File: src/rtl/switch_device_tx_if.sv
// Beat stream between a source and a sink: valid/data/sop/eop forward, ready back.
// The transmitter uses one instance as its ingress port and one as its port towards the switch.
interface switch_device_tx_if #(
  parameter int DATA_W = 8
) ();
  logic              valid;
  logic [DATA_W-1:0] data;
  logic              sop;
  logic              eop;
  logic              ready;

  modport master (output valid, data, sop, eop, input ready);
  modport slave  (input valid, data, sop, eop, output ready);
endinterface

File: src/rtl/switch_device_tx.sv
// Device-side transmitter: FIFO-buffered frames, gated by switch tx-ready, paced by a credit bucket.
// Optional statistics counters are enabled with `define SWITCH_DEVICE_TX_STATS_EN.
module switch_device_tx #(
  parameter longint g_FREQUENCY  = 100_000_000,
  parameter int     g_DATA_WIDTH = 8,
  parameter int     g_FIFO_DEPTH = 16,
  parameter int     g_BURST      = 4
) (
  input  logic               i_clk,
  input  logic               i_rst,
  input  longint             i_portSpeed,
  switch_device_tx_if.slave  i_src,
  switch_device_tx_if.master o_tx,
  output logic               o_busy
`ifdef SWITCH_DEVICE_TX_STATS_EN
  ,
  output logic [31:0]        o_frameCount,
  output logic [31:0]        o_dropCount
`endif
);
  localparam int          AW   = $clog2(g_FIFO_DEPTH);
  localparam int          BW   = g_DATA_WIDTH + 2;
  localparam logic [95:0] COST = 96'(g_FREQUENCY) * 96'(g_DATA_WIDTH);
  localparam logic [95:0] CAP  = COST * 96'(g_BURST);

  typedef enum logic [1:0] {S_IDLE, S_SEND, S_DROP} state_t;

  // Accrue one cycle of port rate; negative or zero rates add nothing.
  function automatic logic [95:0] sat_add(input logic [95:0] acc, input longint rate);
    logic [95:0] sum;
    sum = acc + ((rate > 0) ? 96'(rate) : 96'd0);
    return (sum > CAP) ? CAP : sum;
  endfunction

  state_t                  r_state, w_stateNext;
  logic [BW-1:0]           r_mem [g_FIFO_DEPTH];
  logic [AW-1:0]           r_wrPtr, r_rdPtr;
  logic [AW:0]             r_count;
  logic [AW:0]             w_countNext;
  logic [95:0]             r_credit;
  logic                    r_ready;
  logic                    r_valid, r_sop, r_eop;
  logic [g_DATA_WIDTH-1:0] r_data;

  logic                    w_push, w_pop, w_send, w_empty, w_hasCredit;
  logic                    w_headSop, w_headEop;
  logic [g_DATA_WIDTH-1:0] w_headData;
  logic                    w_outSop, w_outEop;
  logic [g_DATA_WIDTH-1:0] w_outData;
  logic                    w_frameDone, w_dropBeat;

  assign w_push      = i_src.valid && r_ready;
  assign w_empty     = (r_count == '0);
  assign w_hasCredit = (r_credit >= COST);
  assign {w_headSop, w_headEop, w_headData} = r_mem[r_rdPtr];
  assign w_countNext = r_count + (AW+1)'(w_push) - (AW+1)'(w_pop);

  always_comb begin
    w_stateNext = r_state;
    w_pop       = 1'b0;
    w_send      = 1'b0;
    w_outSop    = 1'b0;
    w_outEop    = 1'b0;
    w_outData   = '0;
    w_frameDone = 1'b0;
    w_dropBeat  = 1'b0;
    unique case (r_state)
      S_IDLE: begin
        if (!w_empty) begin
          if (!w_headSop) begin
            w_stateNext = S_DROP;
          end else if (o_tx.ready && w_hasCredit) begin
            w_pop     = 1'b1;
            w_send    = 1'b1;
            w_outSop  = 1'b1;
            w_outEop  = w_headEop;
            w_outData = w_headData;
            if (w_headEop) w_frameDone = 1'b1;
            else           w_stateNext = S_SEND;
          end
        end
      end
      S_SEND: begin
        if (!w_empty && w_hasCredit) begin
          w_send = 1'b1;
          if (w_headSop) begin
            // New frame arrived before this one ended: close it with an empty eop beat.
            w_outEop    = 1'b1;
            w_frameDone = 1'b1;
            w_stateNext = S_IDLE;
          end else begin
            w_pop     = 1'b1;
            w_outEop  = w_headEop;
            w_outData = w_headData;
            if (w_headEop) begin
              w_frameDone = 1'b1;
              w_stateNext = S_IDLE;
            end
          end
        end
      end
      S_DROP: begin
        if (!w_empty) begin
          if (w_headSop) begin
            w_stateNext = S_IDLE;
          end else begin
            w_pop      = 1'b1;
            w_dropBeat = 1'b1;
          end
        end
      end
      default: w_stateNext = S_IDLE;
    endcase
  end

  always_ff @(posedge i_clk or posedge i_rst) begin
    if (i_rst) begin
      r_state  <= S_IDLE;
      r_wrPtr  <= '0;
      r_rdPtr  <= '0;
      r_count  <= '0;
      r_credit <= '0;
      r_ready  <= 1'b0;
      r_valid  <= 1'b0;
      r_sop    <= 1'b0;
      r_eop    <= 1'b0;
      r_data   <= '0;
    end else begin
      r_state  <= w_stateNext;
      r_count  <= w_countNext;
      r_ready  <= (w_countNext != (AW+1)'(g_FIFO_DEPTH));
      r_credit <= sat_add(r_credit, i_portSpeed) - (w_send ? COST : 96'd0);
      if (w_push) r_wrPtr <= r_wrPtr + AW'(1);
      if (w_pop)  r_rdPtr <= r_rdPtr + AW'(1);
      r_valid  <= w_send;
      r_sop    <= w_outSop;
      r_eop    <= w_outEop;
      r_data   <= w_outData;
    end
  end

  always_ff @(posedge i_clk) begin
    if (w_push) r_mem[r_wrPtr] <= {i_src.sop, i_src.eop, i_src.data};
  end

`ifdef SWITCH_DEVICE_TX_STATS_EN
  logic [31:0] r_frameCount, r_dropCount;

  always_ff @(posedge i_clk or posedge i_rst) begin
    if (i_rst) begin
      r_frameCount <= '0;
      r_dropCount  <= '0;
    end else begin
      if (w_frameDone) r_frameCount <= r_frameCount + 32'd1;
      if (w_dropBeat)  r_dropCount  <= r_dropCount + 32'd1;
    end
  end

  assign o_frameCount = r_frameCount;
  assign o_dropCount  = r_dropCount;
`endif

  assign i_src.ready = r_ready;
  assign o_tx.valid  = r_valid;
  assign o_tx.sop    = r_sop;
  assign o_tx.eop    = r_eop;
  assign o_tx.data   = r_data;
  assign o_busy      = (r_state != S_IDLE);
endmodule

File: src/flat_wrapper.sv
// flat-port wrapper written by rule: the top's interface ports become plain ports
module switch_device_tx_flat 
#(
  parameter longint g_FREQUENCY  = 100_000_000,
  parameter int     g_DATA_WIDTH = 8,
  parameter int     g_FIFO_DEPTH = 16,
  parameter int     g_BURST      = 4
)
  (i_clk, i_rst, i_portSpeed, o_busy, i_src_valid, i_src_data, i_src_sop, i_src_eop, i_src_ready, o_tx_valid, o_tx_data, o_tx_sop, o_tx_eop, o_tx_ready);
  switch_device_tx_if #(.DATA_W((8))) i_src_i ();
  switch_device_tx_if #(.DATA_W((8))) o_tx_i ();
  input  logic i_clk;
  input  logic i_rst;
  input  longint i_portSpeed;
  output logic o_busy;
  input wire logic [$bits(i_src_i.valid)-1:0] i_src_valid;
  input wire logic [$bits(i_src_i.data)-1:0] i_src_data;
  input wire logic [$bits(i_src_i.sop)-1:0] i_src_sop;
  input wire logic [$bits(i_src_i.eop)-1:0] i_src_eop;
  output wire logic [$bits(i_src_i.ready)-1:0] i_src_ready;
  output wire logic [$bits(o_tx_i.valid)-1:0] o_tx_valid;
  output wire logic [$bits(o_tx_i.data)-1:0] o_tx_data;
  output wire logic [$bits(o_tx_i.sop)-1:0] o_tx_sop;
  output wire logic [$bits(o_tx_i.eop)-1:0] o_tx_eop;
  input wire logic [$bits(o_tx_i.ready)-1:0] o_tx_ready;
  assign i_src_i.valid = i_src_valid;
  assign i_src_i.data = i_src_data;
  assign i_src_i.sop = i_src_sop;
  assign i_src_i.eop = i_src_eop;
  assign i_src_ready = i_src_i.ready;
  assign o_tx_valid = o_tx_i.valid;
  assign o_tx_data = o_tx_i.data;
  assign o_tx_sop = o_tx_i.sop;
  assign o_tx_eop = o_tx_i.eop;
  assign o_tx_i.ready = o_tx_ready;
  switch_device_tx #(.g_FREQUENCY(g_FREQUENCY), .g_DATA_WIDTH(g_DATA_WIDTH), .g_FIFO_DEPTH(g_FIFO_DEPTH), .g_BURST(g_BURST)) u_core (.i_clk(i_clk), .i_rst(i_rst), .i_portSpeed(i_portSpeed), .i_src(i_src_i), .o_tx(o_tx_i), .o_busy(o_busy));
endmodule
File: config.mk
export PLATFORM = sky130hd
export DESIGN_NAME = switch_device_tx_flat
export DESIGN_NICKNAME = d
export VERILOG_FILES = /design/src/rtl/switch_device_tx_if.sv /design/src/rtl/switch_device_tx.sv /design/src/flat_wrapper.sv
export SDC_FILE = /design/constraint.sdc
export NUM_CORES = 1
export LEC_CHECK = 0
export BUFFER_PORTS_ARGS = -buffer_cell sky130_fd_sc_hd__buf_2
export CAP_MARGIN = 10
export CELL_PAD_IN_SITES_DETAIL_PLACEMENT = 1
export CELL_PAD_IN_SITES_GLOBAL_PLACEMENT = 1
export CORE_MARGIN = 2
export CORE_UTILIZATION = 50
export DETAILED_ROUTE_END_ITERATION = 8
export PLACE_DENSITY = 0.8
export SLEW_MARGIN = 5
export SYNTH_ARGS = -nofsm -noshare
export SYNTH_HDL_FRONTEND = slang
export SYNTH_SLANG_ARGS = --single-unit
File: constraint.sdc
create_clock -name i_clk -period 7.1 [get_ports i_clk]
set_input_delay 0.71 -clock i_clk [delete_from_list [all_inputs] [get_ports i_clk]]
set_output_delay 0.71 -clock i_clk [all_outputs]
set_load 0.02 [all_outputs]
==> results of run 1 <==
==> stage by stage <==
step	hold WS [ps]	util [%]	TNS (ps)
floorplan	424.9	-	-5057
global placement	439.8	65.12	-173040
detailed placement	494.4	65.12	-196550
CTS	207.3	70.92	-72070
==> what timing repair did <==
action,in CTS
gates resized for setup,207
pin swaps,47
setup buffers,28
setup endpoints to repair,86
gates cloned,9
==> metal layers <==
layer | track usage [%] | overflow
met1 | 76.89 | 0
met2 | 93.63 | 56
met3 | 58.38 | 2
met4 | 76.07 | 67
met5 | 21.19 | 0
==> kinds of logic after synthesis <==
| family | after synthesis | share of synthesized area (%) |
|---|---|---|
| simple gates | 828 | 22.50 |
| compound gates | 566 | 18.54 |
| flops | 283 | 39.84 |
| buf+inv | 124 | 2.548 |
| other cells | 1 | 0.01895 |
| xor+xnor | 71 | 3.143 |
| mux | 61 | 5.685 |
| fa+ha+maj | 121 | 7.728 |
==> results.md, run 1 <==
* Status: did not finish
* Stop stage: global routing (5_1_grt)
* Run Error: [ERROR GRT-0116] Global routing finished with congestion. Check the congestion regions in the DRC Viewer.
* Syn_area_per_cell at just under 10 sq um
* Most numerous cell in the Yosys netlist: nand2_1
* Ys flop type: edfxtp_1
* Placer congestion estimate at approximately 1.1
* Yosys warnings at 0
* FF+latch count, synth at 283
* First-pass GRT wire length at between 200000 and 250000 microns
* Largest net degree at the start of global routing at 70
* Post-synth EDFFs at 160
* Sequential fraction of the synthesis area at 39.84%
* CTS root buf: clkbuf_16
* Max Root-Sink Buffers at 3
* Sinks on the clock net at approximately 280
* Overall fraction of global-route tracks in use at between 70% and 80%
* Initial Util at 50.96%
* Place WS at -2590 ps
* Io pins at 91
* Synth Cell Area at around 20000 sq um
* Row Count at slightly above 70
* DIE HEIGHT at between 200 and 250 microns
* GRT overflow at between 100 and 150
* H-tree levels at 1
* Cts hold-fix bufs at 0
* Port bufs at 90
* Placed cells at ~3200
* TritonCTS Buffers at 31
* Synth unique cells at 100
* Commonest cells post-synth: nand2_1, a21oi_1, edfxtp_1
* Area contributors post-synth: edfxtp_1, dfrtp_1, ha_1
* Synth top area share at 24.28%
* Chip width at about 200 microns
* Final HPWL DP at 75500 microns
* Cell taking the most area after synthesis: edfxtp_1
* Async SR Flop Fraction at between 40 and 50%
* Post-Syn Instances at 2055
* Vias in the first global route at ~30000
* Placement Cell Area at roughly 25000 sq um
==> inputs of run 2 (changes only) <==
Settings changed: CELL_PAD_IN_SITES_DETAIL_PLACEMENT 1 to default, CELL_PAD_IN_SITES_GLOBAL_PLACEMENT 1 to default, CORE_UTILIZATION 50 to 40, PLACE_DENSITY 0.8 to default, PLACE_DENSITY_LB_ADDON from default to 0.15.
==> results.md, run 2 <==
* Cts hold-fix bufs at 0
* Yosys warnings at 0
* Peak supply drop at approximately 0.24 mV
* Commonest cells after routing, fill and taps aside: buf_4, nand2_1, edfxtp_1
* Setup TNS at -42920 ps
* Area contributors post-synth: edfxtp_1, dfrtp_1, ha_1
* First-pass DRT Iterations at 5
* Placer congestion estimate at roughly 1.0
* CP Class: input pin to register
* Row Count at 81
* Layout area overhead at 41.35%
* Period utilization at 109.6%
* Status: finished with violations
* WP data arrival at slightly above 8000 ps
* Clock slew at reported path FFs at roughly 60 ps
* Placed cells at roughly 3300
* Vias/cell at between 5 and 6
* Endpoints failing setup at slightly above 70
* Synth top area share at about 24%
* Worst path max stage delay at 510 ps
* Overall fraction of global-route tracks in use at ~31%
* Async SR Flop Fraction at ~43%
* Share of post-route cells with drive strength above 1 at between 30% and 40%
* Routed Antenna Nets at 0
* Synth unique cells at 100
* Max cap viols at 0
* DRT Wirelength at about 78000 microns
* Initial antenna violation count at 0
* Hold crit path type: input pin to asynchronous set/reset pin
* Max Root-Sink Buffers at 3
* Pwr dens at roughly 280 nW/um^2
* Final HPWL DP at 61220 microns
* Initial Util at ~40%
* Commonest cells post-synth: nand2_1, a21oi_1, edfxtp_1
* Non-filler cells, final at between 3000 and 4000
* Layout fillers at between 4000 and 5000
* P_leak at between 0.01 and 0.015 uW
* Worst Setup Start Kind: input pin
* Cell taking the most area after synthesis: edfxtp_1
* Initial DRC Count at roughly 1500
* Post-Syn Instances at 2055
* Synth Cell Area at 19790 sq um
* Fin nets at 2948
* Fin. Hold Viols at 0
* Fin util at a little under three fifths
* Ys flop type: edfxtp_1
* Min Tclk post-route at 7782 ps
* CP Max Fanout at 8
* Sinks on the clock net at approximately 280
* GRT overflow at 0
* FMAX at approximately 130 MHz
* Largest net degree at the start of global routing at 67
* First-pass GRT wire length at 117600 microns
* Post-synth EDFFs at 160
* Worst Tran Pin Value at ~910 ps
* Commonest non-fill, non-tap cell in the layout: buf_4
* Slowest CP cell: nor4_4
* TritonCTS Buffers at 31
* Clock skew at slightly above 30 ps
* Critical Path RT at about 7600 ps
* Vias in the first global route at a little under 20000
* CTS root buf: clkbuf_16
* Sequential fraction of the synthesis area at approximately two fifths
* DIE HEIGHT at approximately 230 microns
* CTS tree: yes
* CP Capture Type: register
* H-tree levels at 1
* Slew Viols, Final at 0
* Diodes inserted at 0
* # DRC at 0
* Port bufs at 90
* Wirelength per Cell at approximately 23 microns
* Failing checks: negative setup slack
* Place WS at -2588 ps
* Clk_lat worst skew at ~600 ps
* Core area at about 49000 sq um
* Rel. slew slack at 38.52%
* FF+latch count, synth at about 280
* Max FFs per register at 160
* Slack of the critical path at -682.5 ps
* Die Footprint at approximately 51000 sq um
* Chip width at 226.4 microns
* RSZ-0062 raised after global routing: yes
* Vias at 19728
* Io pins at between 90 and 100
* Most numerous cell in the Yosys netlist: nand2_1
* CP most frequent cell: buf_4
* Syn_area_per_cell at between 9 and 10 sq um
* Top reg by flops: u_core.r_mem
==> run 2: cell counts after synthesis <==
No cell type changed its count.
==> run 2: layout make-up <==
cell class | count | area, sq um | area share, %
Multi-Input combinational cell | 1680 | 12620 | 45.13
Sequential cell | 283 | 7884 | 28.19
Timing Repair Buffer | 714 | 5475 | 19.58
Tap cell | 664 | 830.8 | 2.971
Clock buffer | 37 | 808.3 | 2.890
Clock inverter | 21 | 196.4 | 0.7024
Inverter | 39 | 151.4 | 0.5414
==> run 2: path summary, 6_finish.rpt <==
kind / startpoint / to / slack [ps] / cells past startpoint
max in group asynchronous: i_rst / u_core.r_rdPtr[0] / 5580 / 3
worst min register to register: u_core.r_state[1] / u_core.r_state[0] / 470 / 1
min in group i_clk: i_src_data[4] / u_core.r_mem[12][4] / 470 / 1
worst min-delay path: i_rst / u_core.o_tx.data[5] / 180 / 2
worst max-delay path: i_portSpeed[55] / u_core.r_credit[32] / -680 / 45
worst max register to register: u_core.r_credit[0] / u_core.r_credit[64] / 530 / 28
==> run 2: through the flow <==
stage	hold slack (ps)	instance area, sq um	power, uW
floorplan	424.9	20080	4036
detailed placement	458.4	25350	5465
global placement	442.3	25340	5419
finish	178.8	27970	7750
global route	225.4	27970	8180
CTS	174.3	27710	7765
==> run 2: cells by family (layout without fill, tap and decap cells) <==
kind of cell	Yosys count	count (layout)	synth area share (%)
AOI/OAI and AO/OA	566	566	18.54
xor gates and xnor gates	71	71	3.143
adders and majority gates	121	121	7.728
buffers and inverters	124	811	2.548
DFF	283	283	39.84
muxes	61	61	5.685
other	1	32	0.01895
and+or+nand+nor	828	829	22.50
==> run 2: what timing repair did <==
item                       CTS  global route
setup endpoints to repair   84            78
setup buffers               45            20
cloned                       8             0
gates resized for setup    166            59
pin swaps                   59            39
==> run 2: worst max-delay path: cells and delay by family <==
family                   cells  cell delay, ps
AO/OA/AOI/OAI                8            1470
adder cells (fa/ha/maj)      2             440
buffers and inverters       15            2210
multiplexers                 1              90
AND/OR/NAND/NOR             19            3360
==> run 2: layer usage <==
metal | vias to the layer above | part of all wire [%] | GRT usage, %
li1 | 9241 | - | -
met1 | 9665 | 43 | 40.46
met2 | 680 | 48 | 52.28
met3 | 142 | 5.7 | 3.732
met4 | 0 | 3.5 | 8.956
met5 | - | 0 | 0
==> run 2: power breakdown <==
group	internal [uW]	switching (uW)	leakage, uW	total, uW
clock network	895	687	0.000485	1580
logic	1980	2060	0.00839	4040
registers	1960	170	0.00307	2130
total	4830	2920	0.0119	7750
No activity file was read; power rests on OpenSTA's default activity.
